`src/rtl/prirv32_pkg.sv`:
```
// Shared decode definitions for the priRV32 core: op classes, RV32 base opcodes
// and immediate formats.
package prirv32_pkg;

    localparam int XLEN = 32;

    typedef enum logic [3:0] {
        OP_LUI     = 4'd0,
        OP_AUIPC   = 4'd1,
        OP_JAL     = 4'd2,
        OP_JALR    = 4'd3,
        OP_BRANCH  = 4'd4,
        OP_LOAD    = 4'd5,
        OP_STORE   = 4'd6,
        OP_ALUI    = 4'd7,
        OP_ALU     = 4'd8,
        OP_FENCE   = 4'd9,
        OP_SYSTEM  = 4'd10,
        OP_ILLEGAL = 4'd11
    } op_class_e;

    typedef enum logic [2:0] {
        IMM_NONE = 3'd0,
        IMM_I    = 3'd1,
        IMM_S    = 3'd2,
        IMM_B    = 3'd3,
        IMM_U    = 3'd4,
        IMM_J    = 3'd5
    } imm_fmt_e;

    localparam logic [6:0] OPC_LUI    = 7'b0110111;
    localparam logic [6:0] OPC_AUIPC  = 7'b0010111;
    localparam logic [6:0] OPC_JAL    = 7'b1101111;
    localparam logic [6:0] OPC_JALR   = 7'b1100111;
    localparam logic [6:0] OPC_BRANCH = 7'b1100011;
    localparam logic [6:0] OPC_LOAD   = 7'b0000011;
    localparam logic [6:0] OPC_STORE  = 7'b0100011;
    localparam logic [6:0] OPC_ALUI   = 7'b0010011;
    localparam logic [6:0] OPC_ALU    = 7'b0110011;
    localparam logic [6:0] OPC_FENCE  = 7'b0001111;
    localparam logic [6:0] OPC_SYSTEM = 7'b1110011;

endpackage

```
`src/rtl/prirv32_imm_gen.sv`:
```
// Immediate generator: assembles the sign-extended immediate for the selected
// RV32 instruction format; formats without an immediate yield zero.
module prirv32_imm_gen
    import prirv32_pkg::*;
(
    input  logic [31:7] instr,
    input  imm_fmt_e    fmt,
    output logic [31:0] imm
);

    always_comb begin
        imm = '0;
        case (fmt)
            IMM_I:   imm = {{20{instr[31]}}, instr[31:20]};
            IMM_S:   imm = {{20{instr[31]}}, instr[31:25], instr[11:7]};
            IMM_B:   imm = {{19{instr[31]}}, instr[31], instr[7], instr[30:25], instr[11:8], 1'b0};
            IMM_U:   imm = {instr[31:12], 12'h000};
            IMM_J:   imm = {{11{instr[31]}}, instr[31], instr[19:12], instr[20], instr[30:21], 1'b0};
            default: imm = '0;
        endcase
    end

endmodule

```
`src/rtl/prirv32_idu.sv`:
```
// priRV32 decode stage: classifies the fetched instruction, reads operands with
// writeback bypass, detects load-use hazards and registers the execute packet.
module prirv32_idu
    import prirv32_pkg::*;
(
    input  logic        clk_i,
    input  logic        rst_n,
    input  logic        if_valid_i,
    output logic        if_ready_o,
    input  logic [31:0] if_instr_i,
    input  logic [31:0] if_pc_i,
    input  logic        if_pred_taken_i,
    output logic [4:0]  rf_raddr1_o,
    output logic [4:0]  rf_raddr2_o,
    input  logic [31:0] rf_rdata1_i,
    input  logic [31:0] rf_rdata2_i,
    input  logic        wb_we_i,
    input  logic [4:0]  wb_waddr_i,
    input  logic [31:0] wb_wdata_i,
    input  logic        ld_busy_i,
    input  logic [4:0]  ld_rd_i,
    input  logic        flush_i,
    output logic        ex_valid_o,
    input  logic        ex_ready_i,
    output logic [31:0] ex_pc_o,
    output logic [31:0] ex_rs1_o,
    output logic [31:0] ex_rs2_o,
    output logic [31:0] ex_imm_o,
    output logic [4:0]  ex_rd_o,
    output op_class_e   ex_op_o,
    output logic [2:0]  ex_funct3_o,
    output logic        ex_alt_o,
    output logic        ex_pred_taken_o,
    output logic        ex_illegal_o
);

    op_class_e   op;
    imm_fmt_e    fmt;
    logic [31:0] imm;
    logic [4:0]  rd;
    logic [31:0] rs1_val, rs2_val;
    logic        uses_rs1, uses_rs2;
    logic        hazard, advance, transfer;

    assign rf_raddr1_o = if_instr_i[19:15];
    assign rf_raddr2_o = if_instr_i[24:20];

    always_comb begin
        op  = OP_ILLEGAL;
        fmt = IMM_NONE;
        if (if_instr_i[1:0] == 2'b11) begin
            case (if_instr_i[6:0])
                OPC_LUI:    begin op = OP_LUI;    fmt = IMM_U;    end
                OPC_AUIPC:  begin op = OP_AUIPC;  fmt = IMM_U;    end
                OPC_JAL:    begin op = OP_JAL;    fmt = IMM_J;    end
                OPC_JALR:   begin op = OP_JALR;   fmt = IMM_I;    end
                OPC_BRANCH: begin op = OP_BRANCH; fmt = IMM_B;    end
                OPC_LOAD:   begin op = OP_LOAD;   fmt = IMM_I;    end
                OPC_STORE:  begin op = OP_STORE;  fmt = IMM_S;    end
                OPC_ALUI:   begin op = OP_ALUI;   fmt = IMM_I;    end
                OPC_ALU:    begin op = OP_ALU;    fmt = IMM_NONE; end
                OPC_FENCE:  begin op = OP_FENCE;  fmt = IMM_NONE; end
                OPC_SYSTEM: begin op = OP_SYSTEM; fmt = IMM_NONE; end
                default:    begin op = OP_ILLEGAL; fmt = IMM_NONE; end
            endcase
        end
    end

    prirv32_imm_gen u_imm_gen (
        .instr (if_instr_i[31:7]),
        .fmt   (fmt),
        .imm   (imm)
    );

    always_comb begin
        case (op)
            OP_BRANCH, OP_STORE, OP_FENCE, OP_ILLEGAL: rd = 5'd0;
            default:                                   rd = if_instr_i[11:7];
        endcase
    end

    // x0 reads as zero; a same-cycle writeback supersedes the stale file value
    function automatic logic [31:0] sel_operand(input logic [4:0] raddr, input logic [31:0] rdata,
                                                input logic we, input logic [4:0] waddr,
                                                input logic [31:0] wdata);
        if (raddr == 5'd0)
            return 32'd0;
        else if (we && (waddr == raddr))
            return wdata;
        else
            return rdata;
    endfunction

    assign rs1_val = sel_operand(rf_raddr1_o, rf_rdata1_i, wb_we_i, wb_waddr_i, wb_wdata_i);
    assign rs2_val = sel_operand(rf_raddr2_o, rf_rdata2_i, wb_we_i, wb_waddr_i, wb_wdata_i);

    assign uses_rs1 = !((op == OP_LUI) || (op == OP_AUIPC) || (op == OP_JAL));
    assign uses_rs2 = (op == OP_BRANCH) || (op == OP_STORE) || (op == OP_ALU);

    assign hazard = ld_busy_i && (ld_rd_i != 5'd0) &&
                    ((uses_rs1 && (ld_rd_i == rf_raddr1_o)) ||
                     (uses_rs2 && (ld_rd_i == rf_raddr2_o)));

    assign advance    = !(ex_valid_o && !ex_ready_i);
    // during a flush the fetch side is drained: accept and discard
    assign if_ready_o = flush_i || (advance && !hazard);
    assign transfer   = if_valid_i && if_ready_o && !flush_i;

    always_ff @(posedge clk_i or negedge rst_n) begin
        if (!rst_n) begin
            ex_valid_o      <= 1'b0;
            ex_pc_o         <= '0;
            ex_rs1_o        <= '0;
            ex_rs2_o        <= '0;
            ex_imm_o        <= '0;
            ex_rd_o         <= '0;
            ex_op_o         <= OP_LUI;
            ex_funct3_o     <= '0;
            ex_alt_o        <= 1'b0;
            ex_pred_taken_o <= 1'b0;
            ex_illegal_o    <= 1'b0;
        end else if (flush_i) begin
            ex_valid_o <= 1'b0;
        end else if (advance) begin
            ex_valid_o <= transfer;
            if (transfer) begin
                ex_pc_o         <= if_pc_i;
                ex_rs1_o        <= rs1_val;
                ex_rs2_o        <= rs2_val;
                ex_imm_o        <= imm;
                ex_rd_o         <= rd;
                ex_op_o         <= op;
                ex_funct3_o     <= if_instr_i[14:12];
                ex_alt_o        <= if_instr_i[30];
                ex_pred_taken_o <= if_pred_taken_i;
                ex_illegal_o    <= (op == OP_ILLEGAL);
            end
        end
    end

endmodule

```
`config.mk`:
```
export PLATFORM = sky130hd
export DESIGN_NAME = prirv32_idu
export DESIGN_NICKNAME = d
export VERILOG_FILES = /design/src/rtl/prirv32_pkg.sv /design/src/rtl/prirv32_imm_gen.sv /design/src/rtl/prirv32_idu.sv
export SDC_FILE = /design/constraint.sdc
export NUM_CORES = 1
export LEC_CHECK = 0
export ABC_AREA = 1
export CAP_MARGIN = 30
export CORE_AREA = 3 3 130 132
export DETAILED_ROUTE_END_ITERATION = 10
export DIE_AREA = 0 0 133 135
export DONT_BUFFER_PORTS = 1
export GPL_TIMING_DRIVEN = 0
export PLACE_DENSITY_LB_ADDON = 0.2
export SYNTH_ARGS = -nofsm -noshare
export SYNTH_HDL_FRONTEND = slang
export SYNTH_SLANG_ARGS = --single-unit
```
`constraint.sdc`:
```
create_clock -name clk_i -period 2.4 [get_ports clk_i]
set_clock_uncertainty 0.05 [all_clocks]
set_input_delay 0.48 -clock clk_i [delete_from_list [all_inputs] [get_ports clk_i]]
set_output_delay 0.48 -clock clk_i [all_outputs]
set_load 0.1 [all_outputs]
```
Word-level counts from Yosys, hierarchy flattened

Cells that the tools add are included.

Register bits: 144

Equal/unequal tests: 29
Muxes and demuxes: 12
Bitwise gates (word level): 2
Reductions and logical operators: 29

Operators with widths:

| operator           | number |
|---|---|
| $pmux 32 s5        | 1 |
| $mux 32            | 4 |
| $pmux 4 s11        | 1 |
| $eq 7x7->1 const B | 4 |
| $eq 7x6->1 const B | 3 |
| $eq 5x5->1         | 4 |
| $pmux 3 s5         | 1 |
| $eq 7x5->1 const B | 2 |
| $eq 4x4->1 const B | 3 |
| $logic_and 1x1->1  | 10 |
| $logic_not 5->1    | 2 |
| $eq 4x3->1 const B | 2 |
| $eq 7x2->1 const B | 1 |
| $eq 7x4->1 const B | 1 |
| $eq 3x2->1 const B | 2 |
| $eq 3x3->1 const B | 2 |
| $logic_or 1x1->1   | 6 |
| $logic_not 1->1    | 5 |
| $mux 5             | 1 |
| $reduce_bool 5->1  | 1 |
| $eq 4x1->1 const B | 1 |
| $eq 4x2->1 const B | 1 |
| $logic_not 4->1    | 1 |
| $mux 4             | 1 |
| other kinds (10)   | 12 |

Longest topological paths before layout

Gate-level depths: netlist of the first run.

Depth after elaboration: 17
Depth in mapped cells: 14
Mapped depth without buffers: 12

By module

A second synthesis of the first run with hierarchy kept.

Cells, all modules: 1219
Area, all modules: 8271.7 µm²

By module, submodules not included:

| module          | times used | cells an instance | area an instance (µm²) | sequential area each (µm²) |
|---|---|---|---|---|
| prirv32_idu     | 1          | 1127              | 7816.2                 | 3603.5 |
| prirv32_imm_gen | 1          | 92                | 455.4                  | 0.0 |

Least setup slack after synthesis of the first run

Ideal clock, no wire load.

Kind: input-to-output
Start point: input if_instr_i[1]
End point: output if_ready_o
Arrival: 2.629 ns
Data required time: 1.870 ns
Path slack: -0.759 ns
Cell stages on the path: 8
Path buffers: 0
Cell sequence: nand2_1 > nor2_1 > nand2_2 > nand2_4 > nor2_1 > nand2_1 > nand2_2 > a22oi_1

Cells in the longest elaborated chain, start to end: 13
Elaborated cells between the ends (all ways): 32
Classes of those cells: 17 x eq/ne; 2 x mux; 13 x reduce/logical

RTL lines:

| item                                                 | line               | text |
|---|---|---|
| start: declaration                                   | prirv32_idu.sv:10  | `input logic [31:0] if_instr_i,` |
| $eq 7x7->1, or another cell as far along             | prirv32_idu.sv:52  | `case (if_instr_i[6:0])` |
| $pmux 4 s11                                          | prirv32_idu.sv:52  |  |
| $mux 4 (*)                                           | prirv32_idu.sv:51  | `if (if_instr_i[1:0] == 2'b11) begin` |
| $eq 4x1->1 / $logic_not 4->1 (equally long branches) | prirv32_idu.sv:97  | `assign uses_rs1 = !((op == OP_LUI) \|\| (op == OP_AUIPC) \|\| (op == OP_JAL));` |
| $logic_or 1x1->1 (2 in a row)                        | prirv32_idu.sv:97  |  |
| $logic_not 1->1                                      | prirv32_idu.sv:97  |  |
| $logic_and 1x1->1                                    | prirv32_idu.sv:101 | `((uses_rs1 && (ld_rd_i == rf_raddr1_o)) \|\|` |
| $logic_or 1x1->1 (*)                                 | prirv32_idu.sv:101 |  |
| $logic_and 1x1->1 (*)                                | prirv32_idu.sv:100 | `assign hazard = ld_busy_i && (ld_rd_i != 5'd0) &&` |
| $logic_not 1->1 (*)                                  | prirv32_idu.sv:106 | `assign if_ready_o = flush_i \|\| (advance && !hazard);` |
| $logic_and 1x1->1 (*)                                | prirv32_idu.sv:106 |  |
| $logic_or 1x1->1 (*)                                 | prirv32_idu.sv:106 |  |
| end: declaration                                     | prirv32_idu.sv:9   | `output logic if_ready_o,` |

Every way passes the cells marked *; elsewhere a longest branch is shown, timed or not.

Worst setup path in the final report of the first run

Start point: register ex_valid_o
End point: output if_ready_o

Cells in the longest elaborated chain, start to end: 4

RTL lines:

| item                     | line               | text |
|---|---|---|
| start: declaration       | prirv32_idu.sv:23  | `output logic ex_valid_o,` |
| start signal: assignment | prirv32_idu.sv:125 | `ex_valid_o <= transfer;` |
| $logic_and 1x1->1        | prirv32_idu.sv:104 | `assign advance = !(ex_valid_o && !ex_ready_i);` |
| $logic_not 1->1          | prirv32_idu.sv:104 |  |
| $logic_and 1x1->1        | prirv32_idu.sv:106 |  |
| $logic_or 1x1->1         | prirv32_idu.sv:106 |  |

Every way passes these cells.

==> results.py, run 1 <==
metrics = {
    "setup_path": {
        "critPathLaunchType": "register",
        "r2r_start": "ex_valid_o$_DFFE_PN0P_",
        "r2r_slack_ns": 0.18,
        "worst_r2r_path_depth": 9,
        "endpoint_kind": "output port",
        "arrival_ns": 2.22,
        "cp.required_ns": 1.87,
        "cp_max_fo": 2,
        "reg2reg_to": "ex_rs2_o[12]$_DFFE_PN0P_",
        "path_class": "reg2out",
    },
    "synth": {
        "synth_compound_area_share_pct": 2.95,
        "synthSimpleGateAreaFrac_pct": 41.7,
        "syn_nets": 1395,
        "ys_top_cells_by_count": "487 x nand2_1, 179 x nor2_1, 157 x nand3_1, 144 x dfrtp_1, 102 x inv_1",
        "synth_flop_cell": "dfrtp_1",
        "synth.area.top_cells": "dfrtp_1 44%, nand2_1 22%, nand3_1 9.6%",
        "netlist_instances": 1217,
        "synth_xor_area_share_pct": 0.645,
        "synth_top_area_share_pct": 44.2,
        "ys_warn_count": 0,
        "ys_ff_latch": 144,
        "yosys.cell_types.count": 29,
        "synth_adder_area_share_pct": 0,
        "seq_area_frac_synth_pct": 44.2,
        "synthArstFlopShare_pct": 100,
        "synth.mux.area_fraction_pct": 0,
        "syn_area_um2": 8150,
        "synth_edf_count": 0,
        "synth.most_common_cell": "nand2_1",
        "yosysTopAreaCell": "dfrtp_1",
        "synth_top_family_by_area": "simple AND/OR/NAND/NOR gates",
        "postSynthAreaPerCell_um2": 6.69,
    },
    "die": {
        "coreArea_um2": 15800,
        "design.die.area_um2": 18000,
        "die_w_um": 133,
        "die_y_um": 135,
        "ioPinCount": 333,
        "fp-row-count": 46,
        "initial_utilization_pct": 51.5,
    },
    "timing": {
        "whs_ns": -0.303,
        "relSlewSlack_pct": 30.2,
        "fmax_mhz": 363,
        "layout_setup_ws_ns": -0.353,
        "rsz0062_at_grt": "yes",
        "setup_viol": 1,
        "slew_viol_final": 0,
        "hold_violations": 144,
        "finalCritPeriodShare_pct": 115,
        "tightest_slew_ns": 1.05,
        "timing.final.crit_period_ns": 2.75,
    },
    "global_routing": {
        "antenna_found_initial": 0,
        "grt_overflow": 0,
        "grt_pass1_vias": 7343,
        "grt_pass1_wl_um": 41100,
        "grt_max_degree": 145,
        "grt_usage_pct": 29.5,
    },
    "clocking": {
        "clk_latency_ns": 0.42,
        "clockBufferDepth": 2,
        "clk_pin_slew_worst_paths_ns": 0.06,
        "numClockSinks": 144,
        "cts_tree": "yes",
        "cts_root_buffer": "clkbuf_16",
        "numCtsBuffers": 17,
        "htreeDepth": 4,
    },
    "place": {
        "place_ws_ns": -0.513,
        "gp_congestion": 1.00,
        "io_buffers": 0,
        "place_area_um2": 8490,
        "placed_cells": 1435,
        "post-dp-hpwl_um": 20800,
    },
    "pwr": {
        "netSwitchingFraction_pct": 48.3,
        "internal-power_mw": 4.57,
        "powerDensity_nw_per_um2": 967,
        "p_leak_nw": 5.48,
        "ir_drop_mv": 0.554,
        "power_frac_comb_pct": 9.3,
        "clockPowerShare_pct": 31.0,
        "seq_power_share_pct": 59.7,
        "switchingPower_mw": 4.27,
    },
    "cells_and_area": {
        "drive_gt1_share_pct": 7.90,
        "areaGrowthSynthToFinish_pct": 12.2,
        "finalInstanceArea_um2": 9140,
        "antenna_cells": 0,
        "finalNetCount": 1418,
        "finalNonFillerCells": 1469,
    },
    "route": {
        "topRoutingLayerUsed": "met4",
        "wl_met2_um": 13000,
        "wire_per_inst_um": 18.4,
        "via_per_inst": 5.23,
        "m1WireLength_um": 10600,
        "drt_wl_total_um": 27000,
        "ant_nets": 0,
        "wl_met3_um": 2710,
        "first_pass_iters": 6,
        "drt-initial-drc-count": 528,
        "vias": 7678,
        "drc": 0,
    },
    "outcome": {
        "status": "finished with violations",
        "violations": "negative hold slack, negative setup slack",
    },
    "min_path": {
        "hold_class": "in2async",
    },
    "job": {
        "cap_violations": 0,
    },
}
-- sequential cells by signal (all words and copies together) (netlist names) --
| name | flops |
|---|---|
| ex_alt_o | 1 |
| ex_op_o | 4 |
| ex_funct3_o | 3 |
| ex_rs2_o | 32 |
| ex_rs1_o | 32 |
| ex_illegal_o | 1 |
| ex_rd_o | 5 |
| ex_valid_o | 1 |
| ex_pc_o | 32 |
| ex_pred_taken_o | 1 |
| ex_imm_o | 32 |
-- area by class of cell --
type,instances,area [um2]
flip-flops and latches,144,3610
fillers,1610,6680
multi-input cells,887,3740
plain buffers,79,458
inverters,107,420
clock inverters,14,165
clock buffers,18,439
well taps,216,270
repair buffers,4,46.3
-- per-stage QoR --
stage | power, mW | util [%] | hold WS, ns | setup TNS [ns]
final | 8.84 | 57.8 | -0.303 | -0.353
after global routing | 9.16 | 57.8 | -0.319 | -0.369
after CTS | 8.89 | 57.5 | -0.317 | -0.356
after detailed placement | 6.14 | 53.6 | 0.138 | -47.31
after global placement | 6.10 | 53.4 | 0.138 | -43.15
after floorplan | 5.87 | - | 0.134 | -0.114
-- timing repair --
action	4_1_cts	5_1_grt
endpoints found under the setup margin	145	22
buffers inserted	0	2
gates resized for setup	7	11
pin swaps	1	3
hold endpoints to repair	144	144
-- cell families (layout without fill, tap and decap cells) --
logic type / after synthesis / in the layout
simple gates: 838 / 838
buf+inv: 186 / 222
flops: 144 / 144
compound gates: 43 / 43
xor+xnor: 6 / 6
-- worst max path at each step --
stage | startpoint | to | slack (ns) | cells past startpoint
detailed placement | ex_valid_o$_DFFE_PN0P_ | ex_imm_o[0]$_DFFE_PN0P_ | -0.51 | 9
floorplan | if_instr_i[4] | if_ready_o | -0.11 | 9
global placement | ex_valid_o$_DFFE_PN0P_ | ex_imm_o[0]$_DFFE_PN0P_ | -0.48 | 9
global route | ex_valid_o$_DFFE_PN0P_ | if_ready_o | -0.37 | 3
finish | ex_valid_o$_DFFE_PN0P_ | if_ready_o | -0.35 | 3
CTS | ex_valid_o$_DFFE_PN0P_ | if_ready_o | -0.36 | 3
-- layer usage --
layer | vias to the layer above | track usage [%]
li1 | 3772 | -
met1 | 3505 | 35.5
met2 | 350 | 48.8
met3 | 51 | 10.7
met4 | 0 | 10.6
met5 | - | 0
-- critical path, cell delays in order (launching register included) --
cell     delay (ns)
dfrtp_4        0.63
inv_4          0.11
nor2_4         0.05
a22oi_2        1.00
-- power groups by stage --
stage	clock, mW	combinational [mW]	sequential [mW]
after global placement	0	0.758	5.34
final	2.74	0.823	5.28
after global routing	2.90	0.951	5.31
after floorplan	0	0.639	5.23
after detailed placement	0	0.823	5.32
after CTS	2.78	0.824	5.28
-- cells in the final DEF (no fill, tap or decap), types with 11 or more instances in the layout --
| master | netlist | final |
|---|---|---|
| a21oi_1 | 11 | 11 |
| buf_4 | 25 | 27 |
| clkbuf_16 | 0 | 17 |
| o21ai_0 | 23 | 23 |
| dfrtp_1 | 144 | 143 |
| nand2_1 | 487 | 486 |
| clkbuf_1 | 41 | 35 |
| nand3_1 | 157 | 157 |
| inv_1 | 102 | 101 |
| nor2_1 | 179 | 176 |
No activity file was read; power rests on OpenSTA's default activity.
==> inputs of run 2 (changes only) <==
==> constraint.sdc (replaced) <==
create_clock -name clk_i -period 3.5 [get_ports clk_i]
set_clock_uncertainty 0.05 [all_clocks]
set_input_delay 0.7 -clock clk_i [delete_from_list [all_inputs] [get_ports clk_i]]
set_output_delay 0.7 -clock clk_i [all_outputs]
set_load 0.1 [all_outputs]
==> run 2 against run 1 <==
The flow finishes with violations (negative hold slack). Clock power is 38% lower. Cell count is 0.27% lower. Final area is 1.9% lower. Sequential share of layout area is 0.72 points higher. Largest cell class unchanged. Count of clock-buffer cells in the layout is 1 lower. Via count is 0.56% higher. Total power is 34% lower. Worst hold slack better by 0.22 ns.
==> results.py, run 2 (same netlist as run 1, synthesis figures left out) <==
metrics = {
    "outcome": {
        "status": "finished with violations",
        "violations": "negative hold slack",
    },
    "timing": {
        "fmax_mhz": 308,
        "tightest_slew_ns": 1.03,
        "rsz0062_at_grt": "no",
        "setup_viol": 0,
        "layout_setup_ws_ns": 0.258,
        "relSlewSlack_pct": 31.3,
        "setup_tns_ns": 0,
        "hold_violations": 144,
        "whs_ns": -0.0800,
        "timing.final.crit_period_ns": 3.24,
        "finalCritPeriodShare_pct": 92.6,
        "slew_viol_final": 0,
    },
    "clocking": {
        "cts_setup_buffers": 0,
        "cts_tree": "yes",
        "clk_latency_ns": 0.42,
        "numClockSinks": 144,
        "numCtsBuffers": 17,
        "cts_root_buffer": "clkbuf_16",
        "htreeDepth": 4,
        "clockBufferDepth": 2,
        "clk_pin_slew_worst_paths_ns": 0.06,
        "cts.repair.resized": 0,
    },
    "setup_path": {
        "crit_end": "if_ready_o",
        "crit_buf_inv": 0,
        "arrival_ns": 2.49,
        "crit_chain": "nand2_1, nor2_1, nand2_2, nand2_4, nor2_1, nand2_1, nand2_2, a22oi_2",
        "cp.required_ns": 2.75,
        "crit_cells": 8,
        "crit_slowest_cell": "a22oi_2",
        "r2r_start": "ex_valid_o$_DFFE_PN0P_",
        "worst_r2r_path_depth": 9,
        "endpoint_kind": "output port",
        "cp_max_fo": 8,
        "path_class": "in2out",
        "slowest_delay_ns": 0.94,
        "r2r_slack_ns": 0.70,
        "reg2reg_to": "ex_imm_o[0]$_DFFE_PN0P_",
        "critPathLaunchType": "primary input",
        "cp-startpoint": "if_instr_i[1]",
        "crit_family": "compound AO/OA/AOI/OAI gates",
    },
    "job": {
        "cap_violations": 0,
    },
    "pwr": {
        "ir_drop_mv": 0.359,
        "powerDensity_nw_per_um2": 653,
        "p_leak_nw": 5.39,
    },
    "die": {
        "die_w_um": 133,
        "ioPinCount": 333,
        "design.die.area_um2": 18000,
        "die_y_um": 135,
        "initial_utilization_pct": 51.5,
        "fp-row-count": 46,
        "coreArea_um2": 15800,
    },
    "route": {
        "drc": 0,
        "drt-initial-drc-count": 509,
        "via_per_inst": 5.27,
        "first_pass_iters": 5,
        "ant_nets": 0,
        "vias": 7721,
        "wire_per_inst_um": 18.4,
        "drt_wl_total_um": 27000,
    },
    "cells_and_area": {
        "finalNetCount": 1414,
        "areaGrowthSynthToFinish_pct": 10.1,
        "final_common_cell": "nand2_1",
        "mostFrequentLayoutCells": "487 x nand2_1, 179 x nor2_1, 157 x nand3_1",
        "drive_gt1_share_pct": 6.73,
        "antenna_cells": 0,
    },
    "global_routing": {
        "antenna_found_initial": 0,
        "grt_pass1_wl_um": 41300,
        "grt_pass1_vias": 7310,
        "grt_usage_pct": 29.7,
        "grt_overflow": 0,
        "grt_max_degree": 145,
    },
    "min_path": {
        "hold_class": "in2async",
    },
    "place": {
        "place_ws_ns": 0.269,
        "post-dp-hpwl_um": 20900,
        "gp_congestion": 0.952,
        "io_buffers": 0,
    },
}
run 2: changes by cell type in the layout (fill, tap and decap cells not counted), sizes merged:
cell | before | now
clkinvlp | 0 | 2
inv | 115 | 114
buf | 42 | 38
bufinv | 2 | 0
clkbuf | 59 | 58
clkinv | 4 | 6
run 2: through the flow:
stage	instances	total power [mW]	cell area [um2]	utilization (%)
after floorplan	1217	4.02	8150	-
after global placement	1433	4.18	8420	53.2
after detailed placement	1433	4.19	8420	53.2
after CTS	1465	5.90	8970	56.7
after global routing	1465	6.08	8970	56.7
final	1465	5.86	8970	56.7
run 2: layout make-up:
cell class / instances / area [um2]
clock inverters: 15 / 123
flip-flops and latches: 144 / 3600
clock buffers: 17 / 425
fillers: 1596 / 6860
well taps: 216 / 270
plain buffers: 79 / 450
inverters: 107 / 402
multi-input cells: 887 / 3700
run 2: worst min path at each step:
stage / depth (start not counted) / slack, ns / from / end
floorplan: 0 / 0.35 / rst_n / ex_alt_o$_DFFE_PN0P_
global placement: 0 / 0.36 / rst_n / ex_alt_o$_DFFE_PN0P_
detailed placement: 0 / 0.36 / rst_n / ex_alt_o$_DFFE_PN0P_
CTS: 0 / -0.1 / rst_n / ex_alt_o$_DFFE_PN0P_
global route: 0 / -0.10 / rst_n / ex_alt_o$_DFFE_PN0P_
finish: 0 / -0.08 / rst_n / ex_alt_o$_DFFE_PN0P_
run 2: layer usage:
layer  global-route usage, %  vias up  part of all wire [%]
met3                    11.5       52                    11
met1                    35.6     3530                    38
met2                    48.8      379                    48
met5                       0        -                     0
met4                    10.6        0                   3.2
li1                        -     3760                     -
run 2: worst register-to-register path, delay by kind of cell (launching register included):
| family | cells | cell delay, ns |
|---|---|---|
| simple gates | 4 | 0.51 |
| flops | 1 | 0.75 |
| buf+inv | 5 | 1.45 |
run 2: where the power goes:
| part | internal, mW | total [mW] | switching (mW) |
|---|---|---|---|
| combinational | 0.184 | 0.529 | 0.346 |
| clock | 0.926 | 1.70 | 0.777 |
| sequential | 1.84 | 3.63 | 1.79 |
==> inputs of run 3 (changes only) <==
--- a/config.mk
+++ b/config.mk
@@ -5,7 +5,6 @@
 export SDC_FILE = /design/constraint.sdc
 export NUM_CORES = 1
 export LEC_CHECK = 0
-export ABC_AREA = 1
 export CAP_MARGIN = 30
 export CORE_AREA = 3 3 130 132
 export DETAILED_ROUTE_END_ITERATION = 10
@@ -13,6 +12,7 @@
 export DONT_BUFFER_PORTS = 1
 export GPL_TIMING_DRIVEN = 0
 export PLACE_DENSITY_LB_ADDON = 0.2
+export SKIP_LAST_GASP = 1
 export SYNTH_ARGS = -nofsm -noshare
 export SYNTH_HDL_FRONTEND = slang
 export SYNTH_SLANG_ARGS = --single-unit
==> run 3 against run 2 <==
The flow still finishes with violations (negative hold slack). Global-route usage shrank 4.2 points. Setup slack better by 0.0082 ns. Core utilization is 2.2 points lower. Sequential share of layout area rose by 1.6 points. Fmax grew 0.25%. Cell count is 33% lower.
==> results.py, run 3 <==
metrics = {
    "global_routing": {
        "grt_overflow": 0,
        "grt_usage_pct": 25.5,
        "antenna_found_initial": 4,
        "grt_pass1_vias": 6007,
        "grt_pass1_wl_um": 35000,
        "grt_max_degree": 145,
    },
    "cells_and_area": {
        "areaGrowthSynthToFinish_pct": 12.1,
        "multi_input_area_um2": 3550,
        "final_common_cell": "dfrtp_1",
        "mostFrequentLayoutCells": "144 x dfrtp_1, 91 x a21oi_1, 81 x mux2_2",
        "finalNetCount": 928,
        "finalInstanceArea_um2": 8620,
        "fin_util_pct": 54.5,
        "finalNonFillerCells": 981,
        "drive_gt1_share_pct": 22.9,
        "seq_area_um2": 3600,
        "fillers": 1385,
    },
    "synth": {
        "yosysTopAreaCell": "dfrtp_1",
        "synth_edf_count": 0,
        "netlist_instances": 731,
        "ys_top_cells_by_count": "144 x dfrtp_1, 91 x a21oi_1, 81 x mux2_2, 74 x o21ai_0, 69 x nand3_1",
        "synthArstFlopShare_pct": 100,
        "syn_nets": 909,
        "synth.most_common_cell": "dfrtp_1",
        "syn_area_um2": 7690,
        "synth_top_area_share_pct": 46.9,
        "yosys.cell_types.count": 44,
        "seq_area_frac_synth_pct": 46.9,
        "postSynthAreaPerCell_um2": 10.5,
        "synth.area.top_cells": "dfrtp_1 47%, mux2_2 12%, a21oi_1 5.9%",
        "synth_flop_cell": "dfrtp_1",
        "ys_ff_latch": 144,
        "ys_warn_count": 0,
    },
    "pwr": {
        "clockPowerShare_pct": 30.4,
        "ir_drop_mv": 0.439,
        "switchingPower_mw": 3.11,
        "total_power_mw": 6.54,
        "internal-power_mw": 3.43,
        "power_frac_comb_pct": 9.9,
        "powerDensity_nw_per_um2": 758,
        "p_leak_nw": 3.39,
        "seq_power_share_pct": 59.7,
        "netSwitchingFraction_pct": 47.6,
    },
    "clocking": {
        "cts.repair.resized": 0,
        "clk_latency_ns": 0.41,
        "cts_setup_buffers": 0,
        "numCtsBuffers": 17,
        "cts_tree": "yes",
        "clockBufferDepth": 2,
        "htreeDepth": 4,
        "clk_pin_slew_worst_paths_ns": 0.06,
        "numClockSinks": 144,
        "cts_root_buffer": "clkbuf_16",
    },
    "outcome": {
        "violations": "negative hold slack",
        "status": "finished with violations",
    },
    "setup_path": {
        "endpoint_kind": "output port",
        "arrival_ns": 2.48,
        "critPathLaunchType": "primary input",
        "r2r_slack_ns": 1.14,
        "cp_max_fo": 10,
        "reg2reg_to": "ex_rs2_o[3]$_DFFE_PN0P_",
        "worst_r2r_path_depth": 7,
        "cp.required_ns": 2.75,
        "path_class": "in2out",
        "r2r_start": "ex_valid_o$_DFFE_PN0P_",
    },
    "timing": {
        "hold_violations": 144,
        "tightest_slew_ns": 1.01,
        "fmax_mhz": 309,
        "timing.final.crit_period_ns": 3.23,
        "finalCritPeriodShare_pct": 92.4,
        "rsz0062_at_grt": "no",
        "relSlewSlack_pct": 32.3,
        "setup_viol": 0,
        "setup_tns_ns": 0,
        "slew_viol_final": 0,
        "layout_setup_ws_ns": 0.266,
        "whs_ns": -0.0751,
    },
    "route": {
        "drt-initial-drc-count": 375,
        "drc": 0,
        "vias": 5841,
        "ant_nets": 0,
        "drt_wl_total_um": 23600,
        "first_pass_iters": 6,
        "via_per_inst": 5.95,
        "wire_per_inst_um": 24.1,
    },
    "die": {
        "fp-row-count": 46,
        "die_y_um": 135,
        "design.die.area_um2": 18000,
        "die_w_um": 133,
        "ioPinCount": 333,
        "coreArea_um2": 15800,
        "initial_utilization_pct": 48.6,
    },
    "job": {
        "cap_violations": 0,
    },
    "place": {
        "place_ws_ns": 0.288,
        "place_area_um2": 7970,
        "post-dp-hpwl_um": 17900,
        "placed_cells": 947,
        "io_buffers": 0,
        "gp_congestion": 0.961,
    },
    "min_path": {
        "hold_class": "in2async",
    },
}
-- run 3: final cells by class --
class / instances / area share, %
antenna: 2 / 0.0581
buffer: 70 / 4.85
clock buffer: 18 / 4.98
clock inverter: 14 / 2.51
inverter: 35 / 1.52
multi-input combinational: 482 / 41.1
sequential: 144 / 41.8
tap: 216 / 3.13
-- run 3: power by group through the flow --
stage | Clock, mW | Sequential, mW | Combinational (mW)
6_report | 1.99 | 3.90 | 0.649
4_1_cts | 2.03 | 3.91 | 0.650
2_1_floorplan | 0 | 3.85 | 0.550
3_3_place_gp | 0 | 3.94 | 0.621
5_1_grt | 2.12 | 3.93 | 0.703
3_5_place_dp | 0 | 3.94 | 0.647
-- run 3: worst max path at each step --
stage,from,depth (start not counted),slack [ns],to
final,if_instr_i[2],5,0.27,if_ready_o
after global routing,if_instr_i[2],5,0.16,if_ready_o
after CTS,if_instr_i[2],5,0.28,if_ready_o
after detailed placement,if_instr_i[2],5,0.29,if_ready_o
after global placement,if_instr_i[2],5,-0.12,if_ready_o
after floorplan,ld_rd_i[1],4,0.08,if_ready_o
-- run 3: cells by family after synthesis --
group	synth area share [%]
AOI/OAI and AO/OA	12.3
DFF	46.9
buffers and inverters	7.14
xor gates and xnor gates	2.28
and+or+nand+nor	9.50
muxes	21.9
-- run 3: worst max-delay path: stages --
cell and delay (ns):
clkbuf_1 0.32, nand3_1 0.19, a21oi_4 0.31, nor4_1 0.16, nor3_4 0.79
-- run 3: routing by layer --
| metal | part of all wire (%) | up-vias | routed length (um) | global-route usage [%] |
|---|---|---|---|---|
| met2 | 48 | 352 | 11400 | 41.8 |
| met3 | 11 | 61 | 2660 | 10.7 |
| met4 | 3.2 | 4 | 745 | 10.2 |
| met1 | 37 | 2811 | 8740 | 29.6 |
| li1 | - | 2613 | - | - |
| met5 | 0.11 | - | 27 | 0 |
